$ cat config.mk
export PLATFORM = sky130hd
export DESIGN_NAME = mem_port_arbiter_flat
export DESIGN_NICKNAME = d
export VERILOG_FILES = /design/src/rtl/mem_arb_pkg.sv /design/src/rtl/mem_port_arbiter_if.sv /design/src/rtl/arb_starve_ctr.sv /design/src/rtl/mem_port_arbiter.sv /design/src/flat_wrapper.sv
export SDC_FILE = /design/constraint.sdc
export NUM_CORES = 1
export LEC_CHECK = 0
export BUFFER_PORTS_ARGS = -buffer_cell sky130_fd_sc_hd__buf_2
export CAP_MARGIN = 10
export CORE_AREA = 5 5 116 118
export CTS_BUF_LIST = sky130_fd_sc_hd__clkbuf_8
export DETAILED_ROUTE_END_ITERATION = 7
export DIE_AREA = 0 0 121 123
export PLACE_DENSITY = 0.64
export SYNTH_ARGS = -nofsm -noshare
export SYNTH_HDL_FRONTEND = slang
export SYNTH_SLANG_ARGS = --single-unit
$ cat constraint.sdc
create_clock -name clk -period 2.25 [get_ports clk]
set_clock_uncertainty 0.1 [all_clocks]
set_input_delay 0.225 -clock clk [delete_from_list [all_inputs] [get_ports clk]]
set_output_delay 0.225 -clock clk [all_outputs]
set_load 0.01 [all_outputs]
$ cat src/rtl/mem_arb_pkg.sv
// Shared types and constants for the instruction/data memory port arbiter.
package mem_arb_pkg;

  typedef enum logic [1:0] {
    OWN_NONE = 2'd0,
    OWN_I    = 2'd1,
    OWN_D    = 2'd2
  } owner_t;

  localparam int unsigned MAX_STARVE_DEF = 4;

  // All-zero byte strobe marks a load; also driven to memory on fetches.
  localparam int unsigned WSTRB_LOAD = 0;

endpackage

$ cat src/rtl/mem_port_arbiter_if.sv
// Core-side fetch/data ports plus the unified memory macro port.
interface mem_port_arbiter_if #(
  parameter int unsigned XLEN = 32
);
  logic              i_req;
  logic [XLEN-1:0]   i_addr;
  logic              i_ready;
  logic              i_rvalid;
  logic [XLEN-1:0]   i_rdata;

  logic              d_req;
  logic [XLEN-1:0]   d_addr;
  logic [XLEN-1:0]   d_wdata;
  logic [XLEN/8-1:0] d_wstrb;
  logic              d_ready;
  logic              d_rvalid;
  logic [XLEN-1:0]   d_rdata;

  logic              mem_en;
  logic [XLEN-1:0]   mem_addr;
  logic [XLEN-1:0]   mem_wdata;
  logic [XLEN/8-1:0] mem_wstrb;
  logic [XLEN-1:0]   mem_rdata;

  // Arbiter view.
  modport slave (
    input  i_req, i_addr, d_req, d_addr, d_wdata, d_wstrb, mem_rdata,
    output i_ready, i_rvalid, i_rdata, d_ready, d_rvalid, d_rdata,
           mem_en, mem_addr, mem_wdata, mem_wstrb
  );

  // Core + memory view.
  modport master (
    output i_req, i_addr, d_req, d_addr, d_wdata, d_wstrb, mem_rdata,
    input  i_ready, i_rvalid, i_rdata, d_ready, d_rvalid, d_rdata,
           mem_en, mem_addr, mem_wdata, mem_wstrb
  );
endinterface

$ cat src/rtl/arb_starve_ctr.sv
// Saturating count of consecutive cycles the fetch port lost arbitration.
module arb_starve_ctr #(
  parameter int unsigned MAX = 4
) (
  input  logic clk,
  input  logic rst_n,
  input  logic i_inc,
  input  logic i_clr,
  output logic o_at_max
);
  localparam int unsigned W = (MAX < 1) ? 1 : $clog2(MAX + 1);
  localparam logic [W-1:0] MAXV = W'(MAX);

  logic [W-1:0] r_cnt;

  always_ff @(posedge clk or negedge rst_n) begin
    if (!rst_n) begin
      r_cnt <= '0;
    end else if (i_clr) begin
      r_cnt <= '0;
    end else if (i_inc && (r_cnt != MAXV)) begin
      r_cnt <= r_cnt + 1'b1;
    end
  end

  assign o_at_max = (r_cnt == MAXV);
endmodule

$ cat src/rtl/mem_port_arbiter.sv
// Shares one 1-cycle-latency memory between fetch and data ports; data wins
// by default, fetch is forced through after MAX_STARVE consecutive losses.
module mem_port_arbiter
  import mem_arb_pkg::*;
#(
  parameter int unsigned XLEN       = 32,
  parameter int unsigned MAX_STARVE = MAX_STARVE_DEF,
  parameter int unsigned CNT_W      = 32
) (
  input  logic              clk,
  input  logic              reset,
  mem_port_arbiter_if.slave bus,
  output logic [CNT_W-1:0]  conflict_cnt
);
  logic       w_grant_i;
  logic       w_grant_d;
  logic       w_both;
  logic       w_at_max;
  owner_t     r_resp_owner;
  logic [CNT_W-1:0] r_conflict_cnt;

  // Grants are qualified by reset so every output reads 0 while it is held.
  always_comb begin
    w_both    = bus.i_req & bus.d_req;
    w_grant_i = reset & bus.i_req & (~bus.d_req | w_at_max);
    w_grant_d = reset & bus.d_req & ~w_grant_i;
  end

  arb_starve_ctr #(.MAX(MAX_STARVE)) u_starve (
    .clk      (clk),
    .rst_n    (reset),
    .i_inc    (bus.i_req & w_grant_d),
    .i_clr    (w_grant_i | ~bus.i_req),
    .o_at_max (w_at_max)
  );

  always_comb begin
    bus.i_ready   = w_grant_i;
    bus.d_ready   = w_grant_d;
    bus.mem_en    = w_grant_i | w_grant_d;
    bus.mem_addr  = '0;
    bus.mem_wdata = '0;
    bus.mem_wstrb = (XLEN/8)'(WSTRB_LOAD);
    if (w_grant_d) begin
      bus.mem_addr  = bus.d_addr;
      bus.mem_wdata = bus.d_wdata;
      bus.mem_wstrb = bus.d_wstrb;
    end else if (w_grant_i) begin
      bus.mem_addr  = bus.i_addr;
    end
  end

  always_comb begin
    bus.i_rvalid = (r_resp_owner == OWN_I);
    bus.d_rvalid = (r_resp_owner == OWN_D);
    bus.i_rdata  = bus.i_rvalid ? bus.mem_rdata : '0;
    bus.d_rdata  = bus.d_rvalid ? bus.mem_rdata : '0;
  end

  always_ff @(posedge clk or negedge reset) begin
    if (!reset) begin
      r_resp_owner   <= OWN_NONE;
      r_conflict_cnt <= '0;
    end else begin
      if (w_grant_i)      r_resp_owner <= OWN_I;
      else if (w_grant_d) r_resp_owner <= OWN_D;
      else                r_resp_owner <= OWN_NONE;
      if (w_both) r_conflict_cnt <= r_conflict_cnt + 1'b1;
    end
  end

  assign conflict_cnt = r_conflict_cnt;
endmodule
$ cat src/flat_wrapper.sv
// flat-port wrapper written by rule: the top's interface ports become plain ports
module mem_port_arbiter_flat import mem_arb_pkg::*;
#(
  parameter int unsigned XLEN       = 32,
  parameter int unsigned MAX_STARVE = MAX_STARVE_DEF,
  parameter int unsigned CNT_W      = 32
)
  (clk, reset, conflict_cnt, bus_i_req, bus_i_addr, bus_d_req, bus_d_addr, bus_d_wdata, bus_d_wstrb, bus_mem_rdata, bus_i_ready, bus_i_rvalid, bus_i_rdata, bus_d_ready, bus_d_rvalid, bus_d_rdata, bus_mem_en, bus_mem_addr, bus_mem_wdata, bus_mem_wstrb);
  mem_port_arbiter_if #(.XLEN(XLEN)) bus_i ();
  input  logic clk;
  input  logic reset;
  output logic [CNT_W-1:0] conflict_cnt;
  input wire logic [$bits(bus_i.i_req)-1:0] bus_i_req;
  input wire logic [$bits(bus_i.i_addr)-1:0] bus_i_addr;
  input wire logic [$bits(bus_i.d_req)-1:0] bus_d_req;
  input wire logic [$bits(bus_i.d_addr)-1:0] bus_d_addr;
  input wire logic [$bits(bus_i.d_wdata)-1:0] bus_d_wdata;
  input wire logic [$bits(bus_i.d_wstrb)-1:0] bus_d_wstrb;
  input wire logic [$bits(bus_i.mem_rdata)-1:0] bus_mem_rdata;
  output wire logic [$bits(bus_i.i_ready)-1:0] bus_i_ready;
  output wire logic [$bits(bus_i.i_rvalid)-1:0] bus_i_rvalid;
  output wire logic [$bits(bus_i.i_rdata)-1:0] bus_i_rdata;
  output wire logic [$bits(bus_i.d_ready)-1:0] bus_d_ready;
  output wire logic [$bits(bus_i.d_rvalid)-1:0] bus_d_rvalid;
  output wire logic [$bits(bus_i.d_rdata)-1:0] bus_d_rdata;
  output wire logic [$bits(bus_i.mem_en)-1:0] bus_mem_en;
  output wire logic [$bits(bus_i.mem_addr)-1:0] bus_mem_addr;
  output wire logic [$bits(bus_i.mem_wdata)-1:0] bus_mem_wdata;
  output wire logic [$bits(bus_i.mem_wstrb)-1:0] bus_mem_wstrb;
  assign bus_i.i_req = bus_i_req;
  assign bus_i.i_addr = bus_i_addr;
  assign bus_i.d_req = bus_d_req;
  assign bus_i.d_addr = bus_d_addr;
  assign bus_i.d_wdata = bus_d_wdata;
  assign bus_i.d_wstrb = bus_d_wstrb;
  assign bus_i.mem_rdata = bus_mem_rdata;
  assign bus_i_ready = bus_i.i_ready;
  assign bus_i_rvalid = bus_i.i_rvalid;
  assign bus_i_rdata = bus_i.i_rdata;
  assign bus_d_ready = bus_i.d_ready;
  assign bus_d_rvalid = bus_i.d_rvalid;
  assign bus_d_rdata = bus_i.d_rdata;
  assign bus_mem_en = bus_i.mem_en;
  assign bus_mem_addr = bus_i.mem_addr;
  assign bus_mem_wdata = bus_i.mem_wdata;
  assign bus_mem_wstrb = bus_i.mem_wstrb;
  mem_port_arbiter #(.XLEN(XLEN), .MAX_STARVE(MAX_STARVE), .CNT_W(CNT_W)) u_core (.clk(clk), .reset(reset), .bus(bus_i), .conflict_cnt(conflict_cnt));
endmodule
== After elaboration in Yosys (flattened, before gate mapping) ==
Cells that the tools add are included.
Operators by class
  equal/unequal tests: 4
  bitwise operators: 12
  reduce and logical (&&, ||, !) cells: 2
  mux-type cells: 10
  $add $sub $neg: 2
Operators with widths (number)
  32-bit two-way mux: 5
  32-bit by 1-bit adder with 32-bit output, second input constant: 1
  1-bit AND: 6
  3-bit two-way mux: 2
  2-bit two-way mux: 2
  4-bit two-way mux: 1
  3-bit by 1-bit adder with 3-bit output, second input constant: 1
  3-bit == test, second input constant: 1
  3-bit inequality test, second input constant: 1
  1-bit NOT: 3
  1-bit OR: 3
  2-bit by 1-bit == test with 1-bit output, second input constant: 1
  2-bit == test, second input constant: 1
  2-bit nonzero test: 1
  1-bit logical AND: 1
Storage, ports and cells
  output and inout port bits: 169
  input bits: 136
  register bits after elaboration: 37
  logic and storage cells: 33

== Depth between registers and ports, before layout ==
  depth after elaboration: 9
  gate-level depth with buffers: 10
  gate-level depth less buffers: 7

== Modules after synthesis ==
A second synthesis with hierarchy kept.
Unflattened totals
  cell total of the unflattened synthesis: 309
  area total of the unflattened synthesis: 2763.9 um^2
Modules (own cells, without submodules)
  mem_port_arbiter: seq. area each 850.8 um^2, times used 1, cells an instance 291, area an instance 2566.2 um^2
  arb_starve_ctr: seq. area each 75.1 um^2, times used 1, cells an instance 18, area an instance 197.7 um^2

== Least setup slack after synthesis ==
OpenSTA, ideal clock, no wires.
  kind: register to output
  start point: reg u_core.u_starve.r_cnt[0]
  end point: out bus_mem_wdata[25]
  path buffers: 2
  cell stages (with the launch flop): 10
  arrival: 1664 ps
  required time: 1925 ps
  setup slack: 261 ps
  cells stage by stage: dfrtp_1 > inv_1 > ha_1 > nand2_1 > nand2_1 > and3_1 > buf_2 > nor2_4 > clkbuf_1 > and2_1
Between the ends
  cells in the longest elaborated chain, start to end: 6
Ends and longest elaborated chain
  from (decl): line arb_starve_ctr.sv:14  | logic [W-1:0] r_cnt;
  from (signal assigned): line arb_starve_ctr.sv:22  | r_cnt <= r_cnt + 1'b1;
  3-bit == test: line arb_starve_ctr.sv:26  | assign o_at_max = (r_cnt == MAXV);
  1-bit OR: line mem_port_arbiter.sv:25  | w_grant_i = reset & bus.i_req & (~bus.d_req | w_at_max);
  1-bit AND: line mem_port_arbiter.sv:25
  1-bit NOT: line mem_port_arbiter.sv:26  | w_grant_d = reset & bus.d_req & ~w_grant_i;
  1-bit AND: line mem_port_arbiter.sv:26
  via bus_d_ready: line flat_wrapper.sv:23  | output wire logic [$bits(bus_i.d_ready)-1:0] bus_d_ready;
  32-bit two-way mux: line mem_port_arbiter.sv:44  | if (w_grant_d) begin
  to (decl): line flat_wrapper.sv:28  | output wire logic [$bits(bus_i.mem_wdata)-1:0] bus_mem_wdata;
The timed path passes the listed nets, and every way through them passes these cells.

== Worst setup path after layout ==
  start point: reg u_core.u_starve.r_cnt[1]
  end point: out bus_mem_addr[21]
Between the ends
  cells in the longest elaborated chain, start to end: 6
  elaborated cells between the ends (all ways): 7
  classes of those cells: eq/ne: 1; mux: 2; bitwise: 4
Ends and longest elaborated chain
  3-bit == test *: line arb_starve_ctr.sv:26
  1-bit OR *: line mem_port_arbiter.sv:25
  1-bit AND *: line mem_port_arbiter.sv:25
  1-bit NOT: line mem_port_arbiter.sv:26
  1-bit AND: line mem_port_arbiter.sv:26
  32-bit two-way mux *: line mem_port_arbiter.sv:44
  to (decl): line flat_wrapper.sv:27  | output wire logic [$bits(bus_i.mem_addr)-1:0] bus_mem_addr;
Mark *: on every way between the ends. The rest lies on a longest branch, timed or not.

==> flow_metrics.py <==
metrics = {
    "setup_path": {
        "crit_start": "u_core.u_starve.r_cnt[1]",
        "worstSetupEndpointType": "primary output",
        "rr_worst_depth": 7,
        "ff2ff_setup_slack_ns": 0.45,
        "startpoint_type": "flop",
        "crit_path_max_fanout": 8,
        "r2r_start": "u_core.conflict_cnt[0]",
        "rr_endpoint": "u_core.conflict_cnt[22]",
        "crit_type": "flop to primary output",
        "required_ns": 1.92,
        "worst-endpoint-arrival_ns": 1.89,
    },
    "placement": {
        "gp_congestion": 0.7978,
        "place_ws_ns": 0.1817,
        "hpwl_um": 10700,
        "post-place-cells": 767,
        "io_buffers": 304,
        "place_area_um2": 4412,
    },
    "floorplan": {
        "die_h_um": 123,
        "core_um2": 12360,
        "num_io_pins": 305,
        "start_util_pct": 21.74,
        "rows": 41,
        "fp.dieW_um": 121,
        "die_area_um2": 14880,
    },
    "sta": {
        "rsz0062_at_grt": "true",
        "setup_violations": 0,
        "timing.final.crit_share_pct": 98.23,
        "drv_slew": 0,
        "maxSlewHeadroom_pct": 63.70,
        "layout_setup_ws_ns": 0.03987,
        "tns_ns": 0,
        "tightest_slew_ns": 0.5445,
        "period_minus_slack_ns": 2.210,
        "max_clock_freq_mhz": 452.5,
        "timing.hold.ws_ns": -0.02228,
        "final_hold_viol_count": 37,
    },
    "synthesis": {
        "yosysSeqAreaShare_pct": 34.45,
        "syn_inst": 302,
        "synth-seq-cells": 37,
        "synth_flop_cell": "dfrtp_1",
        "synth_area_um2": 2688,
        "syn-num-nets": 441,
        "synth_cell_types": 33,
        "synth_edf_count": 0,
        "postSynth.asyncResetShare_pct": 100.0,
        "syn_area_per_cell_um2": 8.899,
        "yosys_warnings": 0,
    },
    "final_layout": {
        "drive_gt1_share_pct": 56.75,
        "synthToLayoutAreaGrowth_pct": 76.54,
        "layoutNonFillerInstCount": 790,
        "layout.nets": 753,
        "layout_common_cells": "buf_2, and2_1, dfrtp_1",
        "fin_area_um2": 4745,
        "final_common_cell": "buf_2",
    },
    "cts": {
        "cts_tree": "yes",
        "cts_buffer_depth": 2,
        "cts_root_buf": "clkbuf_8",
        "clk_latency_ns": 0.29,
        "ctsHoldBuffers": 0,
        "clock_sinks": 37,
        "numCtsBuffers": 5,
        "clk_pin_slew_worst_paths_ns": 0.08,
        "htreeDepth": 2,
    },
    "run_status": {
        "status": "complete, but fails checks",
        "violations": "hold timing",
    },
    "grt": {
        "track_usage_pct": 15.70,
        "grt_pass1_wl_um": 18260,
        "grt_pass1_vias": 3190,
        "grt_max_degree": 43,
        "antenna_found_initial": 6,
        "grt_overflow": 0,
    },
    "power": {
        "p_total_mw": 1.973,
        "irDropWorstVdd_mv": 0.3801,
        "p_per_area_nw_per_um2": 415.9,
        "leakage_nw": 2.797,
    },
    "detailed_routing": {
        "drtIter0Drc": 175,
        "drt-total-wl_um": 13330,
        "ant_nets": 0,
        "drcViolationCount": 0,
        "drt_first_pass_iters": 4,
        "viasPerCell": 4.277,
        "wl_per_cell_um": 16.88,
        "vias": 3379,
    },
    "hold_path": {
        "hold_path_class": "primary input to asynchronous set/reset pin",
    },
    "run": {
        "max-cap-violations": 0,
    },
}
[worst max-delay path, cell delays in order, from the launching register on]
cell and delay, ns:
dfrtp_1 0.39, inv_2 0.08, ha_4 0.14, nand2_2 0.04, nand2_2 0.07, and3_4 0.19
nor2_4 0.06, buf_12 0.14, clkbuf_16 0.16, a22o_1 0.17, buf_2 0.14
[how the worst max path moves through the flow]
stage / end
finish: bus_mem_addr[21]
global route: bus_mem_wdata[20]
floorplan: bus_mem_wdata[25]
CTS: bus_mem_addr[29]
detailed placement: bus_mem_wdata[4]
global placement: bus_mem_wdata[4]
[per-stage QoR]
stage               utilization (%)  hold WS (ns)
finish                        38.38      -0.02228
global route                  38.36       0.03282
CTS                           37.89      0.003507
detailed placement            35.68        0.3225
global placement              35.68        0.3302
floorplan                         -       -0.1706
[sequential cells by signal, indices dropped and copies added (netlist names)]
register,count
u_core.conflict_cnt,32
u_core.r_resp_owner,2
u_core.u_starve.r_cnt,3
[logic make-up after synthesis]
logic type / after synthesis / synth area share (%)
compound gates: 36 / 11.41
xor+xnor: 31 / 10.10
buf+inv: 22 / 3.445
fa+ha+maj: 3 / 1.397
simple gates: 171 / 38.41
flops: 37 / 34.45
mux: 2 / 0.7914
[synthesized netlist by cell type, drive strengths merged, types with 4 or more instances]
master,n,area [um^2]
a22o,32,280.3
xor2,10,87.58
nor2,12,52.55
nor3,5,30.03
nand4,12,81.33
and2,104,650.6
inv,4,15.01
xnor2,21,183.9
nand3,14,70.07
nand2,11,43.80
dfrtp,37,925.9
and3,4,26.28
buf,7,36.28
nor2b,5,31.28
clkbuf,11,41.29
[area by class of cell]
cell class	count	area, um^2
Clock inverter	3	21.27
Fill cell	1303	7619
Sequential cell	37	925.9
Multi-Input combinational cell	243	1702
Tap cell	172	215.2
Timing Repair Buffer	323	1789
Antenna cell	3	7.507
Clock buffer	5	68.82
Inverter	4	15.01
[power by group]
part,internal [mW],total [mW],switching (mW)
Clock,0.220,0.491,0.271
Sequential,0.724,0.807,0.0825
Combinational,0.344,0.676,0.332
Total,1.29,1.97,0.685
[metal layers]
metal / global-route usage (%) / wire length [um] / vias up
met1: 20.27 / 5353 / 1518
met5: 0 / 41 / -
met3: 5.718 / 1527 / 15
met4: 3.399 / 114 / 6
li1: - / - / 1653
met2: 25.25 / 6298 / 187
[timing repair]
item / CTS / global route
gates cloned: 3 / 2
endpoints found under the setup margin: 68 / 50
pin swaps: 3 / 2
gates resized for setup: 11 / 12
buffers inserted: 8 / 1
Note: power is estimated with default switching activity, not from simulation.
